$ cat src/rtl/contention_timing.sv
// ZX Spectrum 48K-style beam counters, memory-contention timing and frame interrupt on clk_7.
// Optional build macro CONTEND_IO_EN adds contended I/O and ULA-port cycles to the access decode.
module contention_timing #(
    parameter int H_TOTAL         = 448,
    parameter int V_TOTAL         = 312,
    parameter int CONT_LINE_FIRST = 64,
    parameter int CONT_H_START    = 0,
    parameter int INT_LINE        = 0,
    parameter int INT_H           = 0,
    parameter int INT_LEN         = 64
) (
    input  logic        clk_7,
    input  logic        reset,
    input  logic [1:0]  cpu_speed,
    input  logic        cpu_mreq_n,
    input  logic        cpu_iorq_n,
    input  logic [15:0] cpu_a,
    input  logic        bank_contended,
    output logic        cpu_clk_lsb,
    output logic        cpu_contend,
    output logic        int_n,
    output logic [8:0]  hcount,
    output logic [8:0]  vcount
);

    localparam logic [8:0] H_LAST      = 9'(H_TOTAL - 1);
    localparam logic [8:0] V_LAST      = 9'(V_TOTAL - 1);
    localparam logic [8:0] V_WIN_FIRST = 9'(CONT_LINE_FIRST);
    localparam logic [8:0] V_WIN_LAST  = 9'(CONT_LINE_FIRST + 191);
    localparam logic [8:0] H_WIN_FIRST = 9'(CONT_H_START);
    localparam logic [8:0] H_WIN_LAST  = 9'(CONT_H_START + 255);
    localparam logic [7:0] H_START8    = 8'(CONT_H_START);
    localparam logic [8:0] INT_V9      = 9'(INT_LINE);
    localparam logic [8:0] INT_H9      = 9'(INT_H);
    localparam logic [5:0] INT_LOAD    = 6'(INT_LEN - 1);

    typedef enum logic {
        INT_IDLE,
        INT_ACTIVE
    } int_state_t;

    int_state_t int_state;
    logic [5:0] int_cnt;

    // NOTE: all state is updated with <= so every register samples pre-edge values.
    always_ff @(posedge clk_7) begin
        if (reset) begin
            hcount <= '0;
            vcount <= '0;
        end else if (hcount == H_LAST) begin
            hcount <= '0;
            vcount <= (vcount == V_LAST) ? '0 : vcount + 9'd1;
        end else begin
            hcount <= hcount + 9'd1;
        end
    end

    assign cpu_clk_lsb = hcount[0];

    // A lower bound of zero is always met; skip the comparison rather than build a constant one.
    logic v_lo_ok, h_lo_ok;
    if (CONT_LINE_FIRST == 0) begin : g_v_lo_free
        assign v_lo_ok = 1'b1;
    end else begin : g_v_lo_cmp
        assign v_lo_ok = (vcount >= V_WIN_FIRST);
    end
    if (CONT_H_START == 0) begin : g_h_lo_free
        assign h_lo_ok = 1'b1;
    end else begin : g_h_lo_cmp
        assign h_lo_ok = (hcount >= H_WIN_FIRST);
    end

    logic       in_window;
    logic [7:0] h_off;
    logic       pattern;
    logic       mem_access;
    logic       access;

    assign in_window = v_lo_ok && (vcount <= V_WIN_LAST) && h_lo_ok && (hcount <= H_WIN_LAST);
    assign h_off     = hcount[7:0] - H_START8;
    assign pattern   = (h_off[3:1] <= 3'd5);

    assign mem_access = !cpu_mreq_n &&
                        ((cpu_a[15:14] == 2'b01) || ((cpu_a[15:14] == 2'b11) && bank_contended));

`ifdef CONTEND_IO_EN
    logic unused_addr;
    assign unused_addr = ^cpu_a[13:1];
    assign access = mem_access ||
                    (!cpu_iorq_n && ((cpu_a[15:14] == 2'b01) || !cpu_a[0]));
`else
    logic unused_io;
    assign unused_io = ^{cpu_a[13:0], cpu_iorq_n};
    assign access = mem_access;
`endif

    always_ff @(posedge clk_7) begin
        if (reset) begin
            cpu_contend <= 1'b0;
        end else begin
            cpu_contend <= (cpu_speed == 2'b00) && in_window && pattern && access;
        end
    end

    // int_n is driven straight from the FSM register, so it is glitch-free for the CPU.
    always_ff @(posedge clk_7) begin
        if (reset) begin
            int_state <= INT_IDLE;
            int_cnt   <= '0;
            int_n     <= 1'b1;
        end else begin
            case (int_state)
                INT_IDLE: begin
                    if ((vcount == INT_V9) && (hcount == INT_H9)) begin
                        int_state <= INT_ACTIVE;
                        int_cnt   <= INT_LOAD;
                        int_n     <= 1'b0;
                    end
                end
                INT_ACTIVE: begin
                    if (int_cnt == 6'd0) begin
                        int_state <= INT_IDLE;
                        int_n     <= 1'b1;
                    end else begin
                        int_cnt <= int_cnt - 6'd1;
                    end
                end
                default: begin
                    int_state <= INT_IDLE;
                    int_n     <= 1'b1;
                end
            endcase
        end
    end

endmodule

$ cat config.mk
export PLATFORM = sky130hd
export DESIGN_NAME = contention_timing
export DESIGN_NICKNAME = d
export VERILOG_FILES = /design/src/rtl/contention_timing.sv
export SDC_FILE = /design/constraint.sdc
export NUM_CORES = 1
export LEC_CHECK = 0
export CAP_MARGIN = 10
export CORE_MARGIN = 1.5
export CORE_UTILIZATION = 45
export CTS_BUF_LIST = sky130_fd_sc_hd__clkbuf_16
export DETAILED_ROUTE_END_ITERATION = 6
export PLACE_DENSITY = 0.77
export REMOVE_ABC_BUFFERS = 1
export SETUP_SLACK_MARGIN = 0.3
export SYNTH_ARGS = -nofsm -noshare
export SYNTH_HDL_FRONTEND = slang
export SYNTH_SLANG_ARGS = --single-unit
$ cat constraint.sdc
create_clock -name clk_7 -period 2.2 [get_ports clk_7]
set_input_delay 0.66 -clock clk_7 [delete_from_list [all_inputs] [get_ports clk_7]]
set_output_delay 0.66 -clock clk_7 [all_outputs]
set_load 0.02 [all_outputs]
**Word-level counts from Yosys, hierarchy flattened**

Index checks and enable logic that the tools add are counted.

- Bits in registers: 27
- Bits of input ports: 23
- Output and inout port bits: 21
- Logic and storage cells: 48

- Equality and inequality tests: 7
- Reduce and logical (&&, ||, !) cells: 17
- $lt $le $gt $ge: 4
- Mux-type cells: 10
- $add $sub $neg: 3
- Bitwise gates (word level): 1

Operators by type and width:

| kind | number |
|---|---|
| $add A9 B1 Y9 const B | 2 |
| $eq A9 B9 Y1 const B | 2 |
| $le A9 B8 Y1 const B | 2 |
| $logic_not A9 Y1 | 2 |
| $mux W6 | 2 |
| $pmux W6 S2 | 1 |
| $ge A9 B7 Y1 const B | 1 |
| $mux W9 | 1 |
| $logic_and A1 B1 Y1 | 8 |
| $logic_not A6 Y1 | 1 |
| $sub A6 B1 Y6 const B | 1 |
| $mux W1 | 4 |
| $ne A2 B2 Y1 const B | 2 |
| $pmux W1 S2 | 2 |
| $reduce_and A2 Y1 | 2 |
| $le A3 B3 Y1 const B | 1 |
| $eq A2 B1 Y1 const B | 1 |
| $eq A2 B2 Y1 const B | 1 |
| $logic_not A2 Y1 | 1 |
| $ne A2 B1 Y1 const B | 1 |
| $reduce_or A2 Y1 | 1 |
| $logic_not A1 Y1 | 1 |
| $logic_or A1 B1 Y1 | 1 |
| $not A1 Y1 | 1 |

**Logic depth before layout (Yosys ltp)**

Gate-level depths: netlist of the first run.

- Depth after elaboration: 6
- Depth in mapped cells: 7
- Depth with buffers taken out: 7

**Worst setup path after synthesis of the first run**

OpenSTA, ideal clock, no wires.

- Kind: flip-flop to flip-flop
- Start point: register hcount[0]
- End point: register vcount[5]
- Data arrival time: 1.698 ns
- Cell stages (with the launch flop): 7
- Data required time: 2.138 ns
- Library setup time: 0.062 ns
- Buffers on the path: 1
- Clock period less this slack: 1.760 ns
- Path slack: 0.440 ns
- Cells stage by stage: dfxtp_1 > ha_1 > and4_1 > buf_2 > nand2_1 > or4_1 > nand3_1

- Cells in the longest elaborated chain, start to end: 1

RTL lines:

| item | RTL line | text |
|---|---|---|
| from (decl) | 22 | `output logic [8:0] hcount,` |
| from (signal assigned) | 54 | `hcount <= hcount + 9'd1;` |
| $eq A9 B9 Y1 | 50 | `end else if (hcount == H_LAST) begin` |
| to (signal assigned) | 52 | `vcount <= (vcount == V_LAST) ? '0 : vcount + 9'd1;` |
| to (decl) | 23 | `output logic [8:0] vcount` |

Every way passes these cells.
A chain may end at the register's enable or synchronous reset.

**Worst setup path in the final report of the first run**

- Start point: register int_n
- End point: output port int_n

RTL lines:

| item | RTL line | text |
|---|---|---|
| from (decl) | 21 | `output logic int_n,` |
| from (signal assigned) | 110 | `int_n <= 1'b1;` |
| from (signal assigned) | 117 | `int_n <= 1'b0;` |
| from (signal assigned) | 123 | `int_n <= 1'b1;` |

No word-level cell between the ends.

==> results of run 1 <==
-- sequential cells by signal, indices dropped and copies added (netlist names) --
register	count
cpu_contend	1
int_cnt	6
int_state	1
hcount	9
vcount	9
int_n	1
-- final timing paths --
kind	startpoint	endpoint	slack, ps	cells after the start
setup / recovery	int_n	int_n	350	1
setup reg to reg	hcount[0]	int_cnt[1]	420	6
hold / removal	int_cnt[0]	int_cnt[0]	500	2
hold reg to reg	int_cnt[0]	int_cnt[0]	500	2
-- cell usage in the layout (no fill, tap or decap), drive strengths merged, types with 4 or more instances in the layout --
cell type       n
and4            4
dfxtp          27
nand4           4
nand3           9
clkdlybuf4s50   9
dlygate4sd2    19
nand2           9
xor2            7
inv            13
o21ai           4
nor2           14
buf             4
nor3            6
a21oi           9
ha              7
nor2b           4
-- layout make-up --
type / instances / area [um2]
timing repair buffer: 32 / 287
fill: 256 / 1060
sequential: 27 / 542
tap: 31 / 38.8
clock buffer: 3 / 75.1
clock inverter: 1 / 3.75
inverter: 12 / 45.0
multi-input combinational: 111 / 751
-- metrics by stage --
stage	power, mW	hold WS (ps)	cell area [um2]	std cells
3_5_place_dp	0.825	495	1680	213
2_1_floorplan	0.727	464	1330	150
3_3_place_gp	0.811	482	1680	213
5_1_grt	1.28	541	1740	217
4_1_cts	1.22	505	1730	217
6_report	1.23	502	1740	217
-- cell families after synthesis --
| kind of cell | count (synthesis) |
|---|---|
| xor+xnor | 8 |
| buf+inv | 17 |
| simple gates | 65 |
| mux | 2 |
| flops | 27 |
| fa+ha+maj | 7 |
| compound gates | 29 |
-- layer usage --
metal	track usage (%)	up-vias	wire (um)
met3	4.02	4	146
met1	26.2	598	1480
met5	0	-	0
met2	37.2	39	1640
met4	5.32	0	22
li1	-	619	-
-- power by group --
| part | internal, mW | switching, mW | total [mW] |
|---|---|---|---|
| registers | 0.531 | 0.0464 | 0.578 |
| logic | 0.113 | 0.128 | 0.241 |
| clock network | 0.243 | 0.166 | 0.410 |
-- what timing repair did --
action / 4_1_cts / 5_1_grt
setup endpoints to repair: 19 / 7
pin swaps: 0 / 0
resized for setup: 19 / 4
hold buffers: 0 / 0
==> impl_results.html, run 1 <==
<table>
<tr><th>Metric</th><th>Value</th></tr>
<tr><th colspan="2">Synth</th></tr>
<tr><td>Dominant register cell in the synthesized netlist</td><td>dfxtp_1</td></tr>
<tr><td>Async set-reset flop share out of synthesis</td><td>0%</td></tr>
<tr><td>Synthesis warning total</td><td>0</td></tr>
<tr><td>Proportion of netlist area held by the largest area contributor</td><td>roughly two fifths</td></tr>
<tr><td>Most common library cells after synthesis</td><td>27 x dfxtp_1, 14 x nor2_1, 12 x inv_1</td></tr>
<tr><td>Mapped Cells</td><td>155</td></tr>
<tr><td>Number of different library cells in the post-synthesis netlist</td><td>42</td></tr>
<tr><td>Synthesized flop and latch total</td><td>27</td></tr>
<tr><td>Area of the mapped netlist</td><td>roughly 1400 um2</td></tr>
<tr><td>Fraction of the mapped netlist area in simple logic gates</td><td>between 20% and 30%</td></tr>
<tr><td>Share of synthesized cell area in full adder, half adder and majority cells</td><td>under 10%</td></tr>
<tr><td>Most common cell in the netlist</td><td>dfxtp_1</td></tr>
<tr><td>Most area-consuming cells after synthesis</td><td>dfxtp_1 40%, ha_1 6.5%, xor2_1 4.5%</td></tr>
<tr><td>Mux cell area share after synthesis</td><td>1.48%</td></tr>
<tr><td>Dominant combinational cell family by area after synthesis</td><td>simple AND/OR/NAND/NOR gates</td></tr>
<tr><td>Number of enable flip-flop cells after synthesis</td><td>0</td></tr>
<tr><td>Proportion of synthesized chip area in sequential cells</td><td>roughly two fifths</td></tr>
<tr><td>Compound-gate portion of the synthesized area</td><td>between 10% and 20%</td></tr>
<tr><td>Synth area leader</td><td>dfxtp_1</td></tr>
<tr><td>Per-instance average area after synthesis</td><td>about 8.7 um2</td></tr>
<tr><td>Share of the synthesized netlist area taken by xor and xnor gates</td><td>around 5.2%</td></tr>
<tr><th colspan="2">Global route</th></tr>
<tr><td>Total overflow reported by the global router</td><td>0</td></tr>
<tr><td>Number of global-route vias before repair</td><td>roughly 1200</td></tr>
<tr><td>Wire length of the first global-routing pass</td><td>about 5500 um</td></tr>
<tr><td>Maximum number of pins on one net before global-route repair</td><td>15</td></tr>
<tr><td>Number of antenna violations at the first check in global routing</td><td>0</td></tr>
<tr><td>Total global-route track usage</td><td>around a fifth</td></tr>
<tr><th colspan="2">STA</th></tr>
<tr><td>Final setup margin</td><td>between 300 and 400 ps</td></tr>
<tr><td>Unrepaired setup endpoints after global routing</td><td>true</td></tr>
<tr><td>Summed negative setup slack over all endpoints</td><td>0 ps</td></tr>
<tr><td>Final Critical Period</td><td>~1800 ps</td></tr>
<tr><td>Final setup violation count</td><td>0</td></tr>
<tr><td>Ratio of final minimum period to clock period</td><td>approximately 84%</td></tr>
<tr><td>Final worst clock skew</td><td>approximately 5.5 ps</td></tr>
<tr><td>Worst-case headroom to the max-slew limit</td><td>between 50% and 60%</td></tr>
<tr><td>Number of endpoints with negative hold slack in the final report</td><td>0</td></tr>
<tr><td>Count of final max-slew check failures</td><td>0</td></tr>
<tr><td>Worst slew pin tran</td><td>around 600 ps</td></tr>
<tr><td>Max frequency</td><td>0.541 GHz</td></tr>
<tr><th colspan="2">Routing</th></tr>
<tr><td>Drt first pass iters</td><td>6</td></tr>
<tr><td>Total via count in the routed design</td><td>between 1000 and 1500</td></tr>
<tr><td>Drt drc</td><td>4</td></tr>
<tr><td>Detailed router's first-iteration violation count</td><td>66</td></tr>
<tr><td>Routed length per instance</td><td>~15 um</td></tr>
<tr><td>Vias/cell</td><td>5.81</td></tr>
<tr><td>Number of routed nets with antenna violations</td><td>0</td></tr>
<tr><td>WL final</td><td>about 3300 um</td></tr>
<tr><th colspan="2">Final layout</th></tr>
<tr><td># nets final</td><td>about 220</td></tr>
<tr><td>Ant diodes</td><td>0</td></tr>
<tr><td>Share of cells above drive strength 1</td><td>between 8 and 9%</td></tr>
<tr><td>End-of-flow core utilization</td><td>62.1%</td></tr>
<tr><td>Area growth, synth to finish</td><td>29.0%</td></tr>
<tr><th colspan="2">Setup path</th></tr>
<tr><td>Combined buffer and inverter count along the critical path</td><td>1</td></tr>
<tr><td>Startpoint Class</td><td>register</td></tr>
<tr><td>Largest delay contributor family on the critical path</td><td>buffers and inverters</td></tr>
<tr><td>Critical Path Max Stage Delay</td><td>~600 ps</td></tr>
<tr><td>Cells traversed along the worst timing path</td><td>clkdlybuf4s50_1</td></tr>
<tr><td>CP Data Required Time</td><td>roughly 1500 ps</td></tr>
<tr><td>Slowest stage cell, crit path</td><td>clkdlybuf4s50_1</td></tr>
<tr><td>Kind of critical path</td><td>reg2out</td></tr>
<tr><td>CP max FO</td><td>2</td></tr>
<tr><td>CP arrival</td><td>1190 ps</td></tr>
<tr><td>Crit path capture type</td><td>output port</td></tr>
<tr><th colspan="2">Clock network</th></tr>
<tr><td>Post-CTS Setup Repair Bufs</td><td>0</td></tr>
<tr><td>Clock slew seen by the registers of the worst setup and hold paths</td><td>roughly 60 ps</td></tr>
<tr><td>H-tree lvl count</td><td>1</td></tr>
<tr><td>TritonCTS clock tree</td><td>built</td></tr>
<tr><td>Clock Tree Buf Depth</td><td>2</td></tr>
<tr><td>Total clock buffers created by CTS</td><td>3</td></tr>
<tr><td>Root buffer cell</td><td>clkbuf_16</td></tr>
<tr><td>Sink Count</td><td>27</td></tr>
<tr><td>Clock latency on the worst-skew pair</td><td>around 260 ps</td></tr>
<tr><th colspan="2">Status</th></tr>
<tr><td>Result of the run</td><td>complete, but fails checks</td></tr>
<tr><td>Violated checks</td><td>DRC</td></tr>
<tr><th colspan="2">Flow run</th></tr>
<tr><td>Max-cap violations</td><td>0</td></tr>
<tr><th colspan="2">Worst hold path</th></tr>
<tr><td>Worst min-delay path class</td><td>reg2reg</td></tr>
<tr><th colspan="2">Floorplan</th></tr>
<tr><td>Die Footprint</td><td>3340 um2</td></tr>
<tr><td>Vertical extent of the die</td><td>roughly 58 um</td></tr>
<tr><td>Number of placement rows</td><td>19</td></tr>
<tr><td>X dimension of the die</td><td>between 50 and 60 um</td></tr>
<tr><td>Count of pins on the block boundary</td><td>44</td></tr>
<tr><td>Core box area</td><td>between 2000 and 3000 um2</td></tr>
<tr><td>Initial cell density of the core</td><td>about half</td></tr>
<tr><th colspan="2">Power and ir drop</th></tr>
<tr><td>Areal power density over the cells</td><td>roughly 710 nW/um2</td></tr>
<tr><td>VDD IR-drop max</td><td>around 0.43 mV</td></tr>
<tr><td>Leak pwr</td><td>around 0.75 nW</td></tr>
<tr><th colspan="2">Placement</th></tr>
<tr><td>Worst setup timing slack at the placement stage</td><td>approximately 200 ps</td></tr>
<tr><td>Post-detail-place hpwl</td><td>between 2000 and 2500 um</td></tr>
<tr><td>Placer's final routability congestion estimate</td><td>0.814</td></tr>
<tr><td>Port buffer count</td><td>28</td></tr>
</table>
Power figures use the tool's default switching activity.
==> run 2, diff against run 1 <==
--- a/config.mk
+++ b/config.mk
@@ -7,10 +7,10 @@
 export LEC_CHECK = 0
 export CAP_MARGIN = 10
 export CORE_MARGIN = 1.5
-export CORE_UTILIZATION = 45
+export CORE_UTILIZATION = 41
 export CTS_BUF_LIST = sky130_fd_sc_hd__clkbuf_16
 export DETAILED_ROUTE_END_ITERATION = 6
-export PLACE_DENSITY = 0.77
+export PLACE_DENSITY = 0.74
 export REMOVE_ABC_BUFFERS = 1
 export SETUP_SLACK_MARGIN = 0.3
 export SYNTH_ARGS = -nofsm -noshare
==> constraint.sdc (replaced) <==
create_clock -name clk_7 -period 1.6 [get_ports clk_7]
set_input_delay 0.48 -clock clk_7 [delete_from_list [all_inputs] [get_ports clk_7]]
set_output_delay 0.48 -clock clk_7 [all_outputs]
set_load 0.02 [all_outputs]
==> run 2 against run 1 <==
The flow finishes with violations (setup timing). Critical path depth grew 6. Combinational power increased by 97%. Highest routed layer unchanged. Non-clock buffer count up 41. Cell count increased by 25%. Setup slack worse by 490 ps. Hold slack gained 31 ps.
==> impl_results.html, run 2 (synthesis gave the netlist of run 1 again) <==
<table>
<tr><th>Metric</th><th>Value</th></tr>
<tr><th colspan="2">Setup path</th></tr>
<tr><td>Number of cells on the worst reg-to-reg path</td><td>7 (+1)</td></tr>
<tr><td>CP Data Required Time</td><td>1760 ps (+220 ps)</td></tr>
<tr><td>Worst reg-to-reg setup slack</td><td>-140 ps (-560 ps)</td></tr>
<tr><td>Startpoint Class</td><td>register</td></tr>
<tr><td>CP arrival</td><td>1900 ps (+710 ps)</td></tr>
<tr><td>Reg2Reg Capture Point</td><td>int_n</td></tr>
<tr><td>Worst reg2reg path startpoint</td><td>vcount[1]</td></tr>
<tr><td>Crit path capture type</td><td>register</td></tr>
<tr><td>CP max FO</td><td>8 (+6)</td></tr>
<tr><td>Kind of critical path</td><td>reg2reg</td></tr>
<tr><th colspan="2">Status</th></tr>
<tr><td>Violated checks</td><td>setup timing</td></tr>
<tr><td>Result of the run</td><td>complete, but fails checks</td></tr>
<tr><th colspan="2">Global route</th></tr>
<tr><td>Number of antenna violations at the first check in global routing</td><td>0 (unchanged)</td></tr>
<tr><td>Total overflow reported by the global router</td><td>0 (unchanged)</td></tr>
<tr><td>Total global-route track usage</td><td>25.6% (+4.6 points)</td></tr>
<tr><td>Number of global-route vias before repair</td><td>1440 (+18%)</td></tr>
<tr><td>Wire length of the first global-routing pass</td><td>6870 um (+24%)</td></tr>
<tr><td>Maximum number of pins on one net before global-route repair</td><td>16 (+1)</td></tr>
<tr><th colspan="2">Routing</th></tr>
<tr><td>WL final</td><td>5120 um (+56%)</td></tr>
<tr><td>Routed length per instance</td><td>18.9 um (+25%)</td></tr>
<tr><td>Number of routed nets with antenna violations</td><td>0 (unchanged)</td></tr>
<tr><td>Drt first pass iters</td><td>4 (-2)</td></tr>
<tr><td>Vias/cell</td><td>5.61 (-3.4%)</td></tr>
<tr><td>Drt drc</td><td>0 (-4)</td></tr>
<tr><td>Detailed router's first-iteration violation count</td><td>39 (-41%)</td></tr>
<tr><td>Total via count in the routed design</td><td>1520 (+21%)</td></tr>
<tr><th colspan="2">Clock network</th></tr>
<tr><td>H-tree lvl count</td><td>1 (unchanged)</td></tr>
<tr><td>Sink Count</td><td>27 (unchanged)</td></tr>
<tr><td>TritonCTS clock tree</td><td>built</td></tr>
<tr><td>Clock Tree Buf Depth</td><td>2 (unchanged)</td></tr>
<tr><td>Root buffer cell</td><td>clkbuf_16</td></tr>
<tr><td>Clock slew seen by the registers of the worst setup and hold paths</td><td>70 ps (about the same)</td></tr>
<tr><td>Hold_buf cts</td><td>0 (unchanged)</td></tr>
<tr><td>Total clock buffers created by CTS</td><td>3 (unchanged)</td></tr>
<tr><td>Clock latency on the worst-skew pair</td><td>270 ps (about the same)</td></tr>
<tr><th colspan="2">STA</th></tr>
<tr><td>Worst-case headroom to the max-slew limit</td><td>61.6% (+2.3 points)</td></tr>
<tr><td>Number of endpoints with negative hold slack in the final report</td><td>0 (unchanged)</td></tr>
<tr><td>Final worst clock skew</td><td>5.73 ps (+0.197 ps)</td></tr>
<tr><td>Worst slew pin tran</td><td>571 ps (-30.7 ps)</td></tr>
<tr><td>Ratio of final minimum period to clock period</td><td>109%</td></tr>
<tr><td>Final setup violation count</td><td>9 (+9)</td></tr>
<tr><td>Summed negative setup slack over all endpoints</td><td>-688 ps (-688 ps)</td></tr>
<tr><td>Final Critical Period</td><td>between 1500 and 2000 ps</td></tr>
<tr><td>Unrepaired setup endpoints after global routing</td><td>true</td></tr>
<tr><td>Count of final max-slew check failures</td><td>0 (unchanged)</td></tr>
<tr><td>Final setup margin</td><td>-139 ps (-491 ps)</td></tr>
<tr><td>Max frequency</td><td>around 0.57 GHz</td></tr>
<tr><th colspan="2">Final layout</th></tr>
<tr><td># nets final</td><td>258 (+19%)</td></tr>
<tr><td>End-of-flow core utilization</td><td>79.2% (+17 points)</td></tr>
<tr><td>Share of cells above drive strength 1</td><td>59.0% (+51 points)</td></tr>
<tr><td>Highest-count cells in the layout ignoring fill and taps</td><td>35 x buf_4, 23 x buf_6, 13 x dfxtp_1</td></tr>
<tr><td>Ant diodes</td><td>0 (unchanged)</td></tr>
<tr><td>Leading registers by flop count</td><td>hcount x9, vcount x9, int_cnt x6</td></tr>
<tr><td>Area growth, synth to finish</td><td>82.0%</td></tr>
<tr><td>Most common cell after layout, fill and taps aside</td><td>buf_4</td></tr>
<tr><th colspan="2">Worst hold path</th></tr>
<tr><td>Worst min-delay path class</td><td>reg2reg</td></tr>
<tr><td>Number of cells traversed by the worst hold path</td><td>2 (unchanged)</td></tr>
<tr><td>Startpoint of the most critical hold path</td><td>int_cnt[0]</td></tr>
<tr><td>Hold worst-path end</td><td>int_cnt[0]</td></tr>
<tr><th colspan="2">Placement</th></tr>
<tr><td>Placer's final routability congestion estimate</td><td>0.789 (-3.0%)</td></tr>
<tr><td>Port buffer count</td><td>28 (unchanged)</td></tr>
<tr><td>Post-detail-place hpwl</td><td>2700 um (+14%)</td></tr>
<tr><td>Worst setup timing slack at the placement stage</td><td>-222 ps (-419 ps)</td></tr>
<tr><th colspan="2">Floorplan</th></tr>
<tr><td>Number of placement rows</td><td>20 (+1)</td></tr>
<tr><td>Count of pins on the block boundary</td><td>44 (unchanged)</td></tr>
<tr><td>Vertical extent of the die</td><td>60.4 um (+4.5%)</td></tr>
<tr><td>X dimension of the die</td><td>60.4 um (+4.5%)</td></tr>
<tr><td>Core box area</td><td>3100 um2 (+11%)</td></tr>
<tr><td>Initial cell density of the core</td><td>43.5% (-4.6 points)</td></tr>
<tr><td>Die Footprint</td><td>3650 um2 (+9.2%)</td></tr>
<tr><th colspan="2">Power and ir drop</th></tr>
<tr><td>Leak pwr</td><td>1.01 nW (+35%)</td></tr>
<tr><td>Areal power density over the cells</td><td>752 nW/um2 (+6.7%)</td></tr>
<tr><td>VDD IR-drop max</td><td>0.426 mV (-1.8%)</td></tr>
<tr><th colspan="2">Flow run</th></tr>
<tr><td>Max-cap violations</td><td>0 (unchanged)</td></tr>
</table>
[run 2: final cells by class]
type / instances / area (um2)
fill: 192 / 646
clock inverter: 1 / 5.00
tap: 44 / 55.1
sequential: 27 / 573
timing repair buffer: 73 / 652
multi-input combinational: 111 / 1050
inverter: 12 / 45.0
clock buffer: 3 / 75.1
[run 2: how the worst max path moves through the flow]
stage	startpoint	endpoint	slack (ps)	depth (start not counted)
after floorplan	hcount[0]	vcount[5]	-290	5
final	vcount[1]	int_n	-140	7
after CTS	hcount[0]	int_cnt[1]	-80	6
after global routing	vcount[1]	int_cnt[1]	-220	7
after global placement	reset	vcount[5]	-180	4
after detailed placement	reset	vcount[4]	-220	4
[run 2: what timing repair did]
| action | 4_1_cts | 5_1_grt |
|---|---|---|
| buffers inserted | 3 | 11 |
| gates resized for setup | 163 | 47 |
| pin swaps | 12 | 20 |
| endpoints found under the setup margin | 46 | 39 |
[run 2: routing by layer]
layer,wire [um],GRT usage [%],up-vias
li1,-,-,700
met1,1940,29.1,756
met2,2760,48.3,49
met3,226,3.41,15
met4,199,9.52,0
met5,0,0,-
[run 2: critical path, stage by stage, from the launching register on]
cell	delay [ps]
dfxtp_4	370
buf_4	140
inv_1	120
ha_1	170
nor4b_2	230
buf_4	180
nand4_4	160
a21o_2	270
[run 2: report_power, final]
| part | internal, mW | switching [mW] | leakage, nW |
|---|---|---|---|
| clock | 0.338 | 0.252 | 0.0409 |
| combinational | 0.242 | 0.233 | 0.744 |
| sequential | 0.722 | 0.0617 | 0.229 |
[run 2: per-stage QoR]
stage | instances | power (mW) | hold WS (ps) | cell area, um2
floorplan | 150 | 1.00 | 464 | 1330
global placement | 253 | 1.15 | 481 | 1890
detailed placement | 253 | 1.18 | 510 | 1890
CTS | 260 | 1.78 | 531 | 2200
global route | 271 | 1.92 | 568 | 2460
finish | 271 | 1.85 | 533 | 2460
==> run 3, diff against run 2 <==
==> constraint.sdc (replaced) <==
create_clock -name clk_7 -period 1.4 [get_ports clk_7]
set_input_delay 0.42 -clock clk_7 [delete_from_list [all_inputs] [get_ports clk_7]]
set_output_delay 0.42 -clock clk_7 [all_outputs]
set_load 0.02 [all_outputs]
==> run 3 against run 2 <==
The run still ends with setup timing left. Fmax grew 0.18%. Highest routed layer unchanged. Critical path depth is the same. Cell count grew 3.0%. Core utilization grew 3.1 points. Clock skew is essentially flat.
==> impl_results.html, run 3 (synthesis gave the netlist of run 1 again) <==
<table>
<tr><th>Metric</th><th>Value</th></tr>
<tr><th colspan="2">Status</th></tr>
<tr><td>Result of the run</td><td>complete, but fails checks</td></tr>
<tr><td>Violated checks</td><td>setup timing</td></tr>
<tr><th colspan="2">STA</th></tr>
<tr><td>Final Critical Period</td><td>1740 ps (-3.17 ps)</td></tr>
<tr><td>Worst slew pin tran</td><td>565 ps (-6.49 ps)</td></tr>
<tr><td>Hold_ws</td><td>522 ps (-11.1 ps)</td></tr>
<tr><td>Count of final max-slew check failures</td><td>0 (unchanged)</td></tr>
<tr><td>Final worst clock skew</td><td>5.70 ps (-0.0310 ps)</td></tr>
<tr><td>Ratio of final minimum period to clock period</td><td>124% (+15 points)</td></tr>
<tr><td>Worst-case headroom to the max-slew limit</td><td>62.1% (+0.49 points)</td></tr>
<tr><td>Max frequency</td><td>0.576 GHz (+0.18%)</td></tr>
<tr><td>Unrepaired setup endpoints after global routing</td><td>true</td></tr>
<tr><td>Final setup violation count</td><td>28 (+19)</td></tr>
<tr><td>Final setup margin</td><td>-336 ps (-197 ps)</td></tr>
<tr><td>Number of endpoints with negative hold slack in the final report</td><td>0 (unchanged)</td></tr>
<tr><th colspan="2">Final layout</th></tr>
<tr><td>Filler-free cell count of the finished design</td><td>279 (+3.0%)</td></tr>
<tr><td>Leading registers by flop count</td><td>hcount x9, vcount x9, int_cnt x6</td></tr>
<tr><td>Fill cell count</td><td>169 (-12%)</td></tr>
<tr><td>Share of cells above drive strength 1</td><td>59.1% (+0.12 points)</td></tr>
<tr><td>Finished layout cell area</td><td>2550 um2 (+3.9%)</td></tr>
<tr><td>Most common cell after layout, fill and taps aside</td><td>buf_6</td></tr>
<tr><td># nets final</td><td>266 (+3.1%)</td></tr>
<tr><td>Area growth, synth to finish</td><td>89.1%</td></tr>
<tr><td>Ant diodes</td><td>0 (unchanged)</td></tr>
<tr><td>Highest-count cells in the layout ignoring fill and taps</td><td>38 x buf_6, 33 x buf_4, 12 x nor2_1, 12 x dfxtp_2, 11 x inv_1</td></tr>
<tr><th colspan="2">Floorplan</th></tr>
<tr><td>Initial cell density of the core</td><td>43.5% (unchanged)</td></tr>
<tr><td>Vertical extent of the die</td><td>60.4 um (unchanged)</td></tr>
<tr><td>Count of pins on the block boundary</td><td>44 (unchanged)</td></tr>
<tr><td>Number of placement rows</td><td>20 (unchanged)</td></tr>
<tr><td>Die Footprint</td><td>3650 um2 (unchanged)</td></tr>
<tr><td>X dimension of the die</td><td>60.4 um (unchanged)</td></tr>
<tr><td>Core box area</td><td>3100 um2 (unchanged)</td></tr>
<tr><th colspan="2">Flow run</th></tr>
<tr><td>Max-cap violations</td><td>0 (unchanged)</td></tr>
<tr><th colspan="2">Routing</th></tr>
<tr><td>WL final</td><td>5360 um (+4.6%)</td></tr>
<tr><td>Number of routed nets with antenna violations</td><td>0 (unchanged)</td></tr>
<tr><td>Drt drc</td><td>0 (unchanged)</td></tr>
<tr><td>Drt first pass iters</td><td>5 (+1)</td></tr>
<tr><td>Vias/cell</td><td>5.59 (-0.38%)</td></tr>
<tr><td>Detailed router's first-iteration violation count</td><td>56 (+44%)</td></tr>
<tr><td>Routed length per instance</td><td>19.2 um (+1.6%)</td></tr>
<tr><td>Total via count in the routed design</td><td>1559 (+2.6%)</td></tr>
<tr><th colspan="2">Clock network</th></tr>
<tr><td>Hold_buf cts</td><td>0 (unchanged)</td></tr>
<tr><td>H-tree lvl count</td><td>1 (unchanged)</td></tr>
<tr><td>Sink Count</td><td>27 (unchanged)</td></tr>
<tr><td>TritonCTS clock tree</td><td>built</td></tr>
<tr><td>Clock Tree Buf Depth</td><td>2 (unchanged)</td></tr>
<tr><td>Clock latency on the worst-skew pair</td><td>270 ps (about the same)</td></tr>
<tr><td>Root buffer cell</td><td>clkbuf_16</td></tr>
<tr><td>Total clock buffers created by CTS</td><td>3 (unchanged)</td></tr>
<tr><td>Clock slew seen by the registers of the worst setup and hold paths</td><td>70 ps (about the same)</td></tr>
<tr><th colspan="2">Placement</th></tr>
<tr><td>Worst setup timing slack at the placement stage</td><td>-339 ps (-117 ps)</td></tr>
<tr><td>Area after detailed placement</td><td>1980 um2 (+4.6%)</td></tr>
<tr><td>Post-Place Cells</td><td>263 (+4.0%)</td></tr>
<tr><td>Port buffer count</td><td>28 (unchanged)</td></tr>
<tr><td>Placer's final routability congestion estimate</td><td>0.792 (+0.33%)</td></tr>
<tr><td>Post-detail-place hpwl</td><td>2750 um (+1.7%)</td></tr>
<tr><th colspan="2">Power and ir drop</th></tr>
<tr><td>Total internal power</td><td>1.51 mW (+16%)</td></tr>
<tr><td>Combinational cell fraction of total power</td><td>26.7% (+1.0 points)</td></tr>
<tr><td>Leak pwr</td><td>1.05 nW (+3.8%)</td></tr>
<tr><td>Switching fraction of total power</td><td>29.2% (-0.35 points)</td></tr>
<tr><td>Clock share of power</td><td>31.8% (about the same)</td></tr>
<tr><td>Share of total power in sequential cells</td><td>41.5% (-0.9 points)</td></tr>
<tr><td>Areal power density over the cells</td><td>834 nW/um2 (+11%)</td></tr>
<tr><td>Final total power</td><td>2.13 mW (+15%)</td></tr>
<tr><td>VDD IR-drop max</td><td>0.517 mV (+21%)</td></tr>
<tr><td>Net switching power of the design</td><td>622 uW (+14%)</td></tr>
<tr><th colspan="2">Global route</th></tr>
<tr><td>Wire length of the first global-routing pass</td><td>7490 um (+9.0%)</td></tr>
<tr><td>Number of antenna violations at the first check in global routing</td><td>0 (unchanged)</td></tr>
<tr><td>Maximum number of pins on one net before global-route repair</td><td>15 (-1)</td></tr>
<tr><td>Total global-route track usage</td><td>28.6% (+3.0 points)</td></tr>
<tr><td>Total overflow reported by the global router</td><td>0 (unchanged)</td></tr>
<tr><td>Number of global-route vias before repair</td><td>1581 (+9.8%)</td></tr>
<tr><th colspan="2">Setup path</th></tr>
<tr><td>Kind of critical path</td><td>reg2reg</td></tr>
<tr><td>Crit path capture type</td><td>register</td></tr>
<tr><td>CP max FO</td><td>3 (-5)</td></tr>
<tr><td>Startpoint Class</td><td>register</td></tr>
<tr><td>CP arrival</td><td>1910 ps (about the same)</td></tr>
<tr><td>CP Data Required Time</td><td>1570 ps (-190 ps)</td></tr>
<tr><th colspan="2">Worst hold path</th></tr>
<tr><td>Worst min-delay path class</td><td>reg2reg</td></tr>
</table>
==> run 3: cell count changes in the layout (fill, tap and decap cells not counted), moves of 3 or more <==
cell     change
nor2_1       +3
dfxtp_2      +4
buf_6       +15
buf_2        -6
nor2_4       -4
dfxtp_1      -6
==> run 3: path summary, 6_finish.rpt <==
check | startpoint | to | slack [ps] | cells after the start
max | vcount[0] | cpu_contend | -340 | 7
min | int_cnt[0] | int_cnt[0] | 520 | 2
max reg2reg | vcount[0] | cpu_contend | -340 | 7
min reg2reg | int_cnt[0] | int_cnt[0] | 520 | 2
==> run 3: area by class of cell <==
cell class / instances / area, um2 / area share, %
clock buffers: 3 / 75.1 / 2.94
clock inverters: 1 / 3.75 / 0.147
inverters: 12 / 45.0 / 1.76
multi-input cells: 111 / 993 / 38.9
flip-flops and latches: 27 / 586 / 22.9
well taps: 44 / 55.1 / 2.16
repair buffers: 81 / 795 / 31.1
==> run 3: worst max-delay path, stage by stage, from the launching register on <==
cell	delay, ps
dfxtp_4	370
ha_4	140
and4_4	230
and4_1	210
ha_2	210
o21a_1	140
nand3_1	110
a211oi_2	220
==> run 3: per-layer routing <==
layer  wire length [um]  track usage (%)  part of all wire, %  vias up
li1                   -                -                    -      712
met1               2060             29.7                   38      761
met2               2840             54.0                   53       63
met3                230             4.48                  4.3       23
met4                236             16.2                  4.4        0
met5                  0                0                    0        -
==> run 3: through the flow <==
stage               TNS, ps  util (%)
floorplan             -6900         -
global placement      -5600      63.9
detailed placement    -5880      63.9
CTS                   -3760      76.0
global route          -5660      82.3
finish                -4300      82.3
==> run 3: repair_timing <==
| action | 4_1_cts | 5_1_grt |
|---|---|---|
| hold endpoints to repair | 0 | 0 |
| setup buffers | 7 | 5 |
| gates resized for setup | 192 | 35 |
| pin swaps | 14 | 16 |
| setup endpoints to repair | 48 | 48 |
==> run 3: power by group through the flow <==
stage	clock network, mW	registers (mW)	logic [mW]
after CTS	0.654	0.890	0.535
after floorplan	0	0.929	0.214
after global routing	0.695	0.889	0.614
final	0.678	0.883	0.569
after detailed placement	0	0.906	0.478
after global placement	0	0.900	0.451
